File: src/rtl/router_output_ctrl.sv
// Per-output-port wormhole scheduler: round-robin head arbitration, packet lock, downstream credits.
// Optional stall detector enabled with `define ROUTER_OUTPUT_CTRL_STALL_DET_EN.
module router_output_ctrl #(
  parameter int NUM_IN      = 4,
  parameter int CREDITS     = 4,
  parameter int STALL_LIMIT = 255
) (
  input  logic                          clk,
  input  logic                          rst,
  input  logic [NUM_IN-1:0]             in_valid,
  input  logic [NUM_IN-1:0]             in_head,
  input  logic [NUM_IN-1:0]             in_tail,
  input  logic                          credit_in,
  output logic [NUM_IN-1:0]             in_ready,
  output logic [NUM_IN-1:0]             out_sel,
  output logic                          out_valid,
  output logic [$clog2(CREDITS+1)-1:0]  credits,
  output logic                          locked,
  output logic                          stall_err
);
  localparam int IW = (NUM_IN > 1) ? $clog2(NUM_IN) : 1;
  localparam int CW = $clog2(CREDITS + 1);

  typedef enum logic {ST_IDLE, ST_LOCKED} state_t;

  state_t          r_state;
  logic [IW-1:0]   r_ptr;
  logic [IW-1:0]   r_owner;
  logic [CW-1:0]   r_credits;

  logic [NUM_IN-1:0] w_cand;
  logic [NUM_IN-1:0] w_grant;
  logic [IW-1:0]     w_idx;
  logic [IW-1:0]     w_win;
  logic              w_found;
  logic              w_fire;
  logic              w_tail;

  // Handshake: a flit on input i moves exactly in the cycle in_ready[i] is high;
  // in_ready is only ever raised where in_valid is already high, and never without a credit.
  always_comb begin
    w_cand  = in_valid & in_head;
    w_found = 1'b0;
    w_win   = '0;
    w_idx   = '0;
    for (int k = 1; k <= NUM_IN; k++) begin
      w_idx = IW'((int'(r_ptr) + k) % NUM_IN);
      if (!w_found && w_cand[w_idx]) begin
        w_found = 1'b1;
        w_win   = w_idx;
      end
    end
    w_grant = '0;
    if (r_credits != '0) begin
      if (r_state == ST_IDLE) begin
        if (w_found) w_grant[w_win] = 1'b1;
      end else if (in_valid[r_owner]) begin
        w_grant[r_owner] = 1'b1;
      end
    end
    w_fire = |w_grant;
    w_tail = |(w_grant & in_tail);
  end

  assign in_ready  = w_grant;
  assign out_sel   = w_grant;
  assign out_valid = w_fire;
  assign credits   = r_credits;
  assign locked    = (r_state == ST_LOCKED);

  always_ff @(posedge clk) begin
    if (rst) begin
      r_state   <= ST_IDLE;
      r_ptr     <= IW'(NUM_IN - 1);
      r_owner   <= '0;
      r_credits <= CW'(CREDITS);
    end else begin
      // Credits saturate at full; a returned credit is only usable next cycle.
      if (w_fire && !credit_in)
        r_credits <= r_credits - CW'(1);
      else if (!w_fire && credit_in && r_credits != CW'(CREDITS))
        r_credits <= r_credits + CW'(1);

      case (r_state)
        ST_IDLE: begin
          if (w_fire) begin
            if (w_tail) begin
              r_ptr <= w_win;
            end else begin
              r_state <= ST_LOCKED;
              r_owner <= w_win;
            end
          end
        end
        ST_LOCKED: begin
          if (w_fire && w_tail) begin
            r_state <= ST_IDLE;
            r_ptr   <= r_owner;
          end
        end
        default: r_state <= ST_IDLE;
      endcase
    end
  end

`ifdef ROUTER_OUTPUT_CTRL_STALL_DET_EN
  localparam int SW = $clog2(STALL_LIMIT + 1);

  logic [SW-1:0] r_stall_cnt;
  logic          r_stall_err;

  always_ff @(posedge clk) begin
    if (rst) begin
      r_stall_cnt <= '0;
      r_stall_err <= 1'b0;
    end else if (r_state == ST_LOCKED && !w_fire) begin
      if (r_stall_cnt != SW'(STALL_LIMIT)) r_stall_cnt <= r_stall_cnt + SW'(1);
      if (r_stall_cnt == SW'(STALL_LIMIT - 1)) r_stall_err <= 1'b1;
    end else begin
      r_stall_cnt <= '0;
    end
  end

  assign stall_err = r_stall_err;
`else
  assign stall_err = 1'b0;
`endif

`ifndef SYNTHESIS
  a_cfg: assert property (@(posedge clk) (CREDITS >= 1) && (STALL_LIMIT >= 1) && (NUM_IN >= 1));
  a_onehot: assert property (@(posedge clk) disable iff (rst) $onehot0(in_ready));
  a_ready_valid: assert property (@(posedge clk) disable iff (rst) (in_ready & ~in_valid) == '0);
  a_credit_ovf: assert property (@(posedge clk) disable iff (rst)
    !(credit_in && !w_fire && r_credits == CW'(CREDITS)));
  a_idle_body: assert property (@(posedge clk) disable iff (rst)
    !(r_state == ST_IDLE && |(in_valid & ~in_head)));
  a_locked_head: assert property (@(posedge clk) disable iff (rst)
    !(r_state == ST_LOCKED && in_valid[r_owner] && in_head[r_owner]));
`endif
endmodule

File: config.mk
export PLATFORM = sky130hd
export DESIGN_NAME = router_output_ctrl
export DESIGN_NICKNAME = d
export VERILOG_FILES = /design/src/rtl/router_output_ctrl.sv
export SDC_FILE = /design/constraint.sdc
export NUM_CORES = 1
export LEC_CHECK = 0
export ABC_AREA = 1
export BUFFER_PORTS_ARGS = -buffer_cell sky130_fd_sc_hd__buf_2
export CAP_MARGIN = 20
export CORE_UTILIZATION = 52
export CTS_CLUSTER_DIAMETER = 200
export DETAILED_ROUTE_END_ITERATION = 10
export PLACE_DENSITY_LB_ADDON = 0.12
export SLEW_MARGIN = 30
export SYNTH_ARGS = -nofsm -noshare
export SYNTH_HDL_FRONTEND = slang
export SYNTH_SLANG_ARGS = --single-unit
File: constraint.sdc
create_clock -name clk -period 2.5 [get_ports clk]
set_input_delay 0.125 -clock clk [delete_from_list [all_inputs] [get_ports clk]]
set_output_delay 0.125 -clock clk [all_outputs]
set_load 0.01 [all_outputs]
==> metrics.json, run 1 <==
{
  "yosys": {
    "ys_top_cells_by_area": "sky130_fd_sc_hd__nand2_1 (20%), sky130_fd_sc_hd__dfxtp_1 (15%), sky130_fd_sc_hd__nand3_1 (13%), sky130_fd_sc_hd__nand2_2 (11%), sky130_fd_sc_hd__inv_1 (6.7%)",
    "synth_simple_gate_area_share_pct": 59.1,
    "post_synth_inst_count": 185,
    "ys_seq_area_share_pct": 15.1,
    "yosys.area_share.adder_pct": 1.89,
    "synth-seq-cells": 8,
    "post_synth_mux_area_share_pct": 0,
    "post_synth_edffs": 0,
    "netlist_area_um2": 1060,
    "main_combinational_cell_family_by_area_after_synthesis": "simple AND/OR/NAND/NOR gates",
    "synth_nets": 201,
    "synth_flop_cell": "sky130_fd_sc_hd__dfxtp_1",
    "yosysUniqueCellTypes": 27,
    "synth_top_cell_area_share_pct": 20.2,
    "netlist.top_cell.by_area": "sky130_fd_sc_hd__nand2_1",
    "fraction_of_the_mapped_netlist_area_in_compound_gates_pct": 7.56,
    "syn_avg_cell_area_um2": 5.73,
    "post_synthesis_share_of_cell_area_spent_on_xor_and_xnor_gates_pct": 0,
    "ys_async_sr_fraction_pct": 0,
    "synthesis.yosys.warnings": 0
  },
  "clocking": {
    "worst_skew_pair.late_latency_ns": 0.27,
    "cts.reportedPaths.clkPinSlew_ns": 0.06,
    "ctsLongestPathBuffers": 2,
    "cts_hold_buf": 0,
    "cts_buffers": 3,
    "cts.htree.levels": 1,
    "cts_num_sinks": 8,
    "tritoncts": "built",
    "ctsRootBufferMaster": "sky130_fd_sc_hd__clkbuf_4"
  },
  "timing": {
    "setup_repair_after_global_routing_missed_its_margin": "true",
    "fin_worst_skew_ns": 0.00816,
    "worst_slack_ns": -0.0201,
    "report.final.slew_viol_count": 0,
    "period_minus_slack_ns": 2.52,
    "finalCritPeriodShare_pct": 101,
    "setup_viol": 1,
    "worst_hold_slack_ns": 0.0558,
    "fmaxAchievable_mhz": 397,
    "hold_viol": 0
  },
  "route": {
    "route.detailed.wl_per_inst_um": 13.5,
    "remaining_drc_errors": 0,
    "met3RoutedLength_um": 165,
    "routed_wirelength_um": 3270,
    "first_iter_violations": 38,
    "ant_nets": 0,
    "detailroute.via_count": 1345,
    "met2_wirelength_um": 1690,
    "m1WireLength_um": 1260,
    "route.detailed.vias_per_inst": 5.56,
    "dr.pass1.iters": 4,
    "top_layer_used": "met4"
  },
  "floorplanning": {
    "start_util_pct": 58.2,
    "fp-row-count": 15,
    "die_area_um2": 2220,
    "io_pins": 29,
    "core_region_area_um2": 1820,
    "dieHeight_um": 47.1,
    "fp.dieW_um": 47.1
  },
  "placed_design": {
    "dp_hpwl_um": 2240,
    "globalplace.congestion": 0.936,
    "placement.io_buffers": 27,
    "dp.cells": 232
  },
  "power": {
    "power_report.internal_total_mw": 1.03,
    "combinationalPowerShare_pct": 84.9,
    "total_leakage_power_nw": 0.766,
    "post-layout-total-power_mw": 2.37,
    "vdd_ir_max_mv": 1.16,
    "switching_share_pct": 56.5,
    "power_frac_seq_pct": 10.7,
    "share_clk_of_total_power_pct": 4.4,
    "switching_power_mw": 1.34,
    "powerDensity_nw_per_um2": 1700
  },
  "global_routing": {
    "globalRoute.totalOverflow": 0,
    "first_pass_grt_wire_length_um": 4200,
    "grt_antenna_before_repair": 0,
    "track_usage_pct": 27.3,
    "first_global_vias": 1037,
    "maximum_number_of_pins_on_one_net_before_global_route_repair": 14
  },
  "cells_and_area": {
    "number_of_nets_in_the_layout": 235,
    "layout-area-overhead-vs-synth_pct": 31.1,
    "diodes": 0,
    "instances_no_fill": 242,
    "final_layout_size_suffix_gt1_share_pct": 45.2,
    "final_util_pct": 76.3
  },
  "worst_setup_path": {
    "setup.worst_path.class": "flop to flop",
    "timing.critical_path.from_type": "flop",
    "worstPathArrival_ns": 2.67,
    "data_required_time_of_the_critical_path_ns": 2.65,
    "crit_path_end_kind": "flop",
    "critical_path_peak_fanout": 8,
    "rrSetupSlack_ns": -0.02
  },
  "hold_path": {
    "hold_crit_path_type": "primary input to flop"
  },
  "run_status": {
    "violations_in_the_final_reports": "setup timing",
    "status": "finished with violations"
  },
  "flow_run": {
    "max_cap_viol_count": 0
  }
}
==> logic make-up after synthesis <==
family | after synthesis
AOI/OAI and AO/OA | 11
adders and majority gates | 1
buffers and inverters | 34
DFF | 8
other | 1
and+or+nand+nor | 130
==> synth_stat cells (2+ instances only) <==
cell type                  instances
sky130_fd_sc_hd__dfxtp_1           8
sky130_fd_sc_hd__nand2_1          57
sky130_fd_sc_hd__nor2_1           11
sky130_fd_sc_hd__inv_2             5
sky130_fd_sc_hd__nand3_1          28
sky130_fd_sc_hd__a21boi_1          2
sky130_fd_sc_hd__buf_4             6
sky130_fd_sc_hd__nand2_4           2
sky130_fd_sc_hd__inv_1            19
sky130_fd_sc_hd__nand2_2          18
sky130_fd_sc_hd__nand4_1           8
sky130_fd_sc_hd__a21oi_1           4
sky130_fd_sc_hd__buf_6             2
sky130_fd_sc_hd__nor2_2            2
==> metrics by stage <==
stage / setup slack, ns / setup TNS, ns / area, um2
floorplan: 0.193 / 0 / 1060
global placement: 0.00365 / 0 / 1180
detailed placement: -0.106 / -0.135 / 1180
CTS: 0.00225 / 0 / 1230
global route: -0.201 / -0.375 / 1390
finish: -0.0201 / -0.0201 / 1390
==> timing repair <==
item / in CTS / in global routing
pin swaps: 1 / 23
endpoints found under the setup margin: 2 / 2
hold endpoints to repair: 0 / 0
setup buffers: 1 / 6
resized for setup: 6 / 34
==> cell type report <==
cell class	instances	area, um2
sequential	8	168
inverter	25	101
tap	25	31.3
multi-input combinational	143	837
clock buffer	3	22.5
timing repair buffer	38	229
fill	155	432
==> routing by layer <==
metal | up-vias | global-route usage [%]
met5 | - | 0
met4 | 0 | 16.0
met3 | 17 | 2.31
met2 | 63 | 49.7
met1 | 615 | 30.8
li1 | 650 | -
==> critical path, stage by stage, from the launching register on <==
cell and delay, ns:
sky130_fd_sc_hd__dfxtp_4 0.38, sky130_fd_sc_hd__buf_6 0.14, sky130_fd_sc_hd__nand2_1 0.07, sky130_fd_sc_hd__nand2_2 0.08, sky130_fd_sc_hd__nand2_1 0.07, sky130_fd_sc_hd__nand2_2 0.10, sky130_fd_sc_hd__nand4_1 0.12, sky130_fd_sc_hd__nand2_2 0.14
sky130_fd_sc_hd__nand2_4 0.07, sky130_fd_sc_hd__nor2_2 0.12, sky130_fd_sc_hd__nand2_1 0.09, sky130_fd_sc_hd__nand2_2 0.09, sky130_fd_sc_hd__o21bai_4 0.09, sky130_fd_sc_hd__nand2_4 0.09, sky130_fd_sc_hd__nand2_4 0.05, sky130_fd_sc_hd__fa_2 0.52
sky130_fd_sc_hd__a21boi_2 0.14, sky130_fd_sc_hd__nor2_1 0.05
==> cell usage in the layout (no fill, tap or decap), types with 2 or more instances in the layout <==
cell type                   n
sky130_fd_sc_hd__nand2_2   26
sky130_fd_sc_hd__nor2_2     2
sky130_fd_sc_hd__buf_2     27
sky130_fd_sc_hd__nor2_1    10
sky130_fd_sc_hd__a21oi_2    2
sky130_fd_sc_hd__dfxtp_4    2
sky130_fd_sc_hd__clkbuf_4   3
sky130_fd_sc_hd__a21oi_1    2
sky130_fd_sc_hd__buf_6      3
sky130_fd_sc_hd__inv_2      5
sky130_fd_sc_hd__nand2_1   43
sky130_fd_sc_hd__nor2_4     2
sky130_fd_sc_hd__nand3_2    5
sky130_fd_sc_hd__nand3_1   24
sky130_fd_sc_hd__buf_4      8
sky130_fd_sc_hd__nand2_4    8
sky130_fd_sc_hd__dfxtp_1    6
sky130_fd_sc_hd__inv_1     18
sky130_fd_sc_hd__nand4_1    8
==> power groups by stage <==
| stage | registers [mW] | clock network (mW) | logic, mW |
|---|---|---|---|
| floorplan | 0.219 | 0 | 1.31 |
| global placement | 0.235 | 0 | 1.57 |
| detailed placement | 0.237 | 0 | 1.61 |
| CTS | 0.242 | 0.103 | 1.64 |
| global route | 0.258 | 0.107 | 2.19 |
| finish | 0.252 | 0.105 | 2.01 |
==> final timing paths <==
path | end | cells past startpoint | from
worst max-delay path | credits[1]$_SDFFE_PP0P_ | 17 | r_ptr[0]$_SDFFE_PP1P_
worst max register to register | credits[1]$_SDFFE_PP0P_ | 17 | r_ptr[0]$_SDFFE_PP1P_
worst min register to register | credits[2]$_SDFFE_PP1P_ | 2 | credits[2]$_SDFFE_PP1P_
worst min-delay path | flop | 2 | rst
(Power assumes the default switching activity.)
==> run 2: changes to the inputs <==
--- a/config.mk
+++ b/config.mk
@@ -10,8 +10,10 @@
 export CAP_MARGIN = 20
 export CORE_UTILIZATION = 52
 export CTS_CLUSTER_DIAMETER = 200
+export CTS_CLUSTER_SIZE = 30
 export DETAILED_ROUTE_END_ITERATION = 10
 export PLACE_DENSITY_LB_ADDON = 0.12
+export REMOVE_ABC_BUFFERS = 1
 export SLEW_MARGIN = 30
 export SYNTH_ARGS = -nofsm -noshare
 export SYNTH_HDL_FRONTEND = slang
==> run 2 against run 1 <==
  * The flow still finishes with violations (setup timing)
  * Sequential power barely moved
  * Utilization grew 0.55 points
  * First-iteration DRC count increased by 110%
  * Critical endpoint unchanged
  * Combinational power about the same
  * Largest cell class unchanged
  * Worst setup slack got worse by 0.0099 ns
  * Clock power rose by 4%
  * Die area unchanged
==> metrics.json, run 2 (same netlist as run 1, synthesis figures left out) <==
{
  "floorplanning": {
    "fp-row-count": {"value": 15, "change": "unchanged"},
    "start_util": {"value": 58.2, "unit": "%", "change": "unchanged"},
    "fp.dieW": {"value": 47.1, "unit": "um", "change": "unchanged"},
    "io_pins": {"value": 29, "change": "unchanged"},
    "core_region_area": {"value": 1820, "unit": "um2", "change": "unchanged"},
    "die_area": {"value": 2220, "unit": "um2", "change": "unchanged"},
    "dieHeight": {"value": 47.1, "unit": "um", "change": "unchanged"}
  },
  "clocking": {
    "cts.htree.levels": {"value": 1, "change": "unchanged"},
    "ctsLongestPathBuffers": {"value": 2, "change": "unchanged"},
    "cts.reportedPaths.clkPinSlew": {"value": 0.07, "unit": "ns", "change": "about the same"},
    "cts_num_sinks": {"value": 8, "change": "unchanged"},
    "cts_hold_buf": {"value": 0, "change": "unchanged"},
    "worst_skew_pair.late_latency": {"value": 0.28, "unit": "ns", "change": "about the same"},
    "tritoncts": "built",
    "ctsRootBufferMaster": "sky130_fd_sc_hd__clkbuf_4",
    "cts_buffers": {"value": 3, "change": "unchanged"}
  },
  "worst_setup_path": {
    "path_buf_inv": {"value": 3, "change": "+2"},
    "data_required_time_of_the_critical_path": {"value": 2.65, "unit": "ns", "change": "about the same"},
    "worstPathArrival": {"value": 2.68, "unit": "ns", "change": "about the same"},
    "timing.critical_path.from_type": "flop",
    "timing.critical_path.max_delay_family": "simple AND/OR/NAND/NOR gates",
    "setup.worst_path.class": "flop to flop",
    "worst_path_most_repeated_cell": "sky130_fd_sc_hd__nand2_4",
    "critical_path_cell_by_cell": "buf_6, nand3_2, nand2_4, nand2_1, nand3b_1, nand2_1, inv_2, nand2_4, nand3_2, nand2_2, nand2_2, nand2_4, inv_4, nand2_4, nand2_4, fa_2, a21boi_2, nor2_1",
    "critical_path_peak_fanout": {"value": 5, "change": "-3"},
    "cpMaxStageDelayCell": "sky130_fd_sc_hd__fa_2",
    "timing.critical_path.slowest_cell_delay": {"value": 0.52, "unit": "ns", "change": "about the same"},
    "crit_path_end_kind": "flop"
  },
  "timing": {
    "setup_viol": {"value": 2, "change": "+1"},
    "worst_slack": {"value": -0.0300, "unit": "ns", "change": "-0.00987 ns"},
    "setup_repair_after_global_routing_missed_its_margin": "true",
    "worst_hold_slack": {"value": 0.0320, "unit": "ns", "change": "-0.0238 ns"},
    "report.final.slew_viol_count": {"value": 0, "change": "unchanged"},
    "hold_viol": {"value": 0, "change": "unchanged"},
    "fin_worst_skew": {"value": 0.0205, "unit": "ns", "change": "+0.0123 ns"},
    "finalCritPeriodShare": {"value": 101, "unit": "%", "change": "+0.39 points"},
    "fmaxAchievable": {"value": 395, "unit": "MHz", "change": "-0.39%"},
    "period_minus_slack": {"value": 2.53, "unit": "ns", "change": "+0.00987 ns"},
    "setup_tns_final": {"value": -0.0370, "unit": "ns", "change": "-0.0168 ns"}
  },
  "route": {
    "routed_wirelength": {"value": 3190, "unit": "um", "change": "-2.3%"},
    "route.detailed.vias_per_inst": {"value": 5.64, "change": "+1.5%"},
    "remaining_drc_errors": {"value": 0, "change": "unchanged"},
    "detailroute.via_count": {"value": 1360, "change": "+1.1%"},
    "dr.pass1.iters": {"value": 4, "change": "unchanged"},
    "first_iter_violations": {"value": 80, "change": "+110%"},
    "route.detailed.wl_per_inst": {"value": 13.2, "unit": "um", "change": "-1.9%"},
    "ant_nets": {"value": 0, "change": "unchanged"}
  },
  "placed_design": {
    "place_area": {"value": 1180, "unit": "um2", "change": "unchanged"},
    "placement.io_buffers": {"value": 27, "change": "unchanged"},
    "dp_hpwl": {"value": 2190, "unit": "um", "change": "-2.4%"},
    "globalplace.congestion": {"value": 0.918, "change": "-2.0%"}
  },
  "cells_and_area": {
    "final_layout_size_suffix_gt1_share": {"value": 43.5, "unit": "%", "change": "-1.6 points"},
    "final_area": {"value": 1400, "unit": "um2", "change": "+0.72%"},
    "final_common_cell": "sky130_fd_sc_hd__nand2_1",
    "number_of_nets_in_the_layout": {"value": 234, "change": "-0.43%"},
    "layout-area-overhead-vs-synth_pct": 32.0,
    "layout.filler_cells": {"value": 143, "change": "-7.7%"},
    "diodes": {"value": 0, "change": "unchanged"},
    "final_util": {"value": 76.8, "unit": "%", "change": "+0.55 points"},
    "layout_common_cells": "sky130_fd_sc_hd__nand2_1 (48), sky130_fd_sc_hd__buf_2 (27), sky130_fd_sc_hd__nand3_1 (21)"
  },
  "power": {
    "vdd_ir_max": {"value": 1.17, "unit": "mV", "change": "+1.1%"},
    "total_leakage_power": {"value": 0.777, "unit": "nW", "change": "+1.4%"},
    "powerDensity": {"value": 1670, "unit": "nW/um2", "change": "-1.7%"}
  },
  "global_routing": {
    "first_pass_grt_wire_length": {"value": 4280, "unit": "um", "change": "+2.0%"},
    "grt_antenna_before_repair": {"value": 0, "change": "unchanged"},
    "first_global_vias": {"value": 1019, "change": "-1.7%"},
    "globalRoute.totalOverflow": {"value": 0, "change": "unchanged"},
    "track_usage": {"value": 27.9, "unit": "%", "change": "+0.65 points"},
    "maximum_number_of_pins_on_one_net_before_global_route_repair": {"value": 14, "change": "unchanged"}
  },
  "run_status": {
    "violations_in_the_final_reports": "setup timing",
    "status": "finished with violations"
  },
  "hold_path": {
    "hold_crit_path_type": "primary input to flop"
  },
  "flow_run": {
    "max_cap_viol_count": {"value": 0, "change": "unchanged"}
  }
}
run 2: worst paths after layout:
path	slack (ns)	to	startpoint	cells after the start
max reg2reg	-0.03	credits[1]$_SDFFE_PP0P_	r_ptr[0]$_SDFFE_PP1P_	18
min reg2reg	0.54	r_owner[1]$_SDFFE_PP0P_	r_owner[1]$_SDFFE_PP0P_	2
max	-0.03	credits[1]$_SDFFE_PP0P_	r_ptr[0]$_SDFFE_PP1P_	18
min	0.03	flop	rst	2
run 2: layout make-up:
cell class / instances / area (um2) / share of cell area [%]
multi-input cells: 143 / 857 / 61.3
repair buffers: 37 / 214 / 15.3
flip-flops and latches: 8 / 168 / 12.0
inverters: 25 / 106 / 7.60
well taps: 25 / 31.3 / 2.24
clock buffers: 3 / 22.5 / 1.61
run 2: through the flow:
| step | instances | setup slack (ns) | total power [mW] |
|---|---|---|---|
| after floorplan | 176 | -0.0188 | 1.42 |
| after global placement | 232 | 0.0627 | 1.81 |
| after detailed placement | 232 | -0.0436 | 1.84 |
| after CTS | 236 | -0.0291 | 1.99 |
| after global routing | 241 | -0.149 | 2.54 |
| final | 241 | -0.0300 | 2.34 |
run 2: routing by layer:
layer / vias up / global-route usage, % / routed length, um
li1: 656 / - / -
met1: 615 / 38.9 / 1390
met2: 83 / 41.1 / 1460
met3: 6 / 8.08 / 302
met4: 0 / 9.71 / 43
met5: - / 0 / 0
run 2: power by group:
part	internal, mW	switching (mW)	leakage [nW]
combinational	0.775	1.21	0.697
clock	0.0554	0.0535	0.0138
sequential	0.183	0.0652	0.0665
total	1.01	1.33	0.777
run 2: timing repair:
item,in CTS,in global routing
resized for setup,4,38
endpoints found under the setup margin,2,2
setup buffers,1,4
cloned,0,1
pin swaps,1,16
run 2: worst register-to-register path, delay by kind of cell, from the launching register on:
family	cells	cell delay, ns
compound gates	1	0.15
fa+ha+maj	1	0.52
buf+inv	3	0.24
flops	1	0.40
simple gates	13	1.11
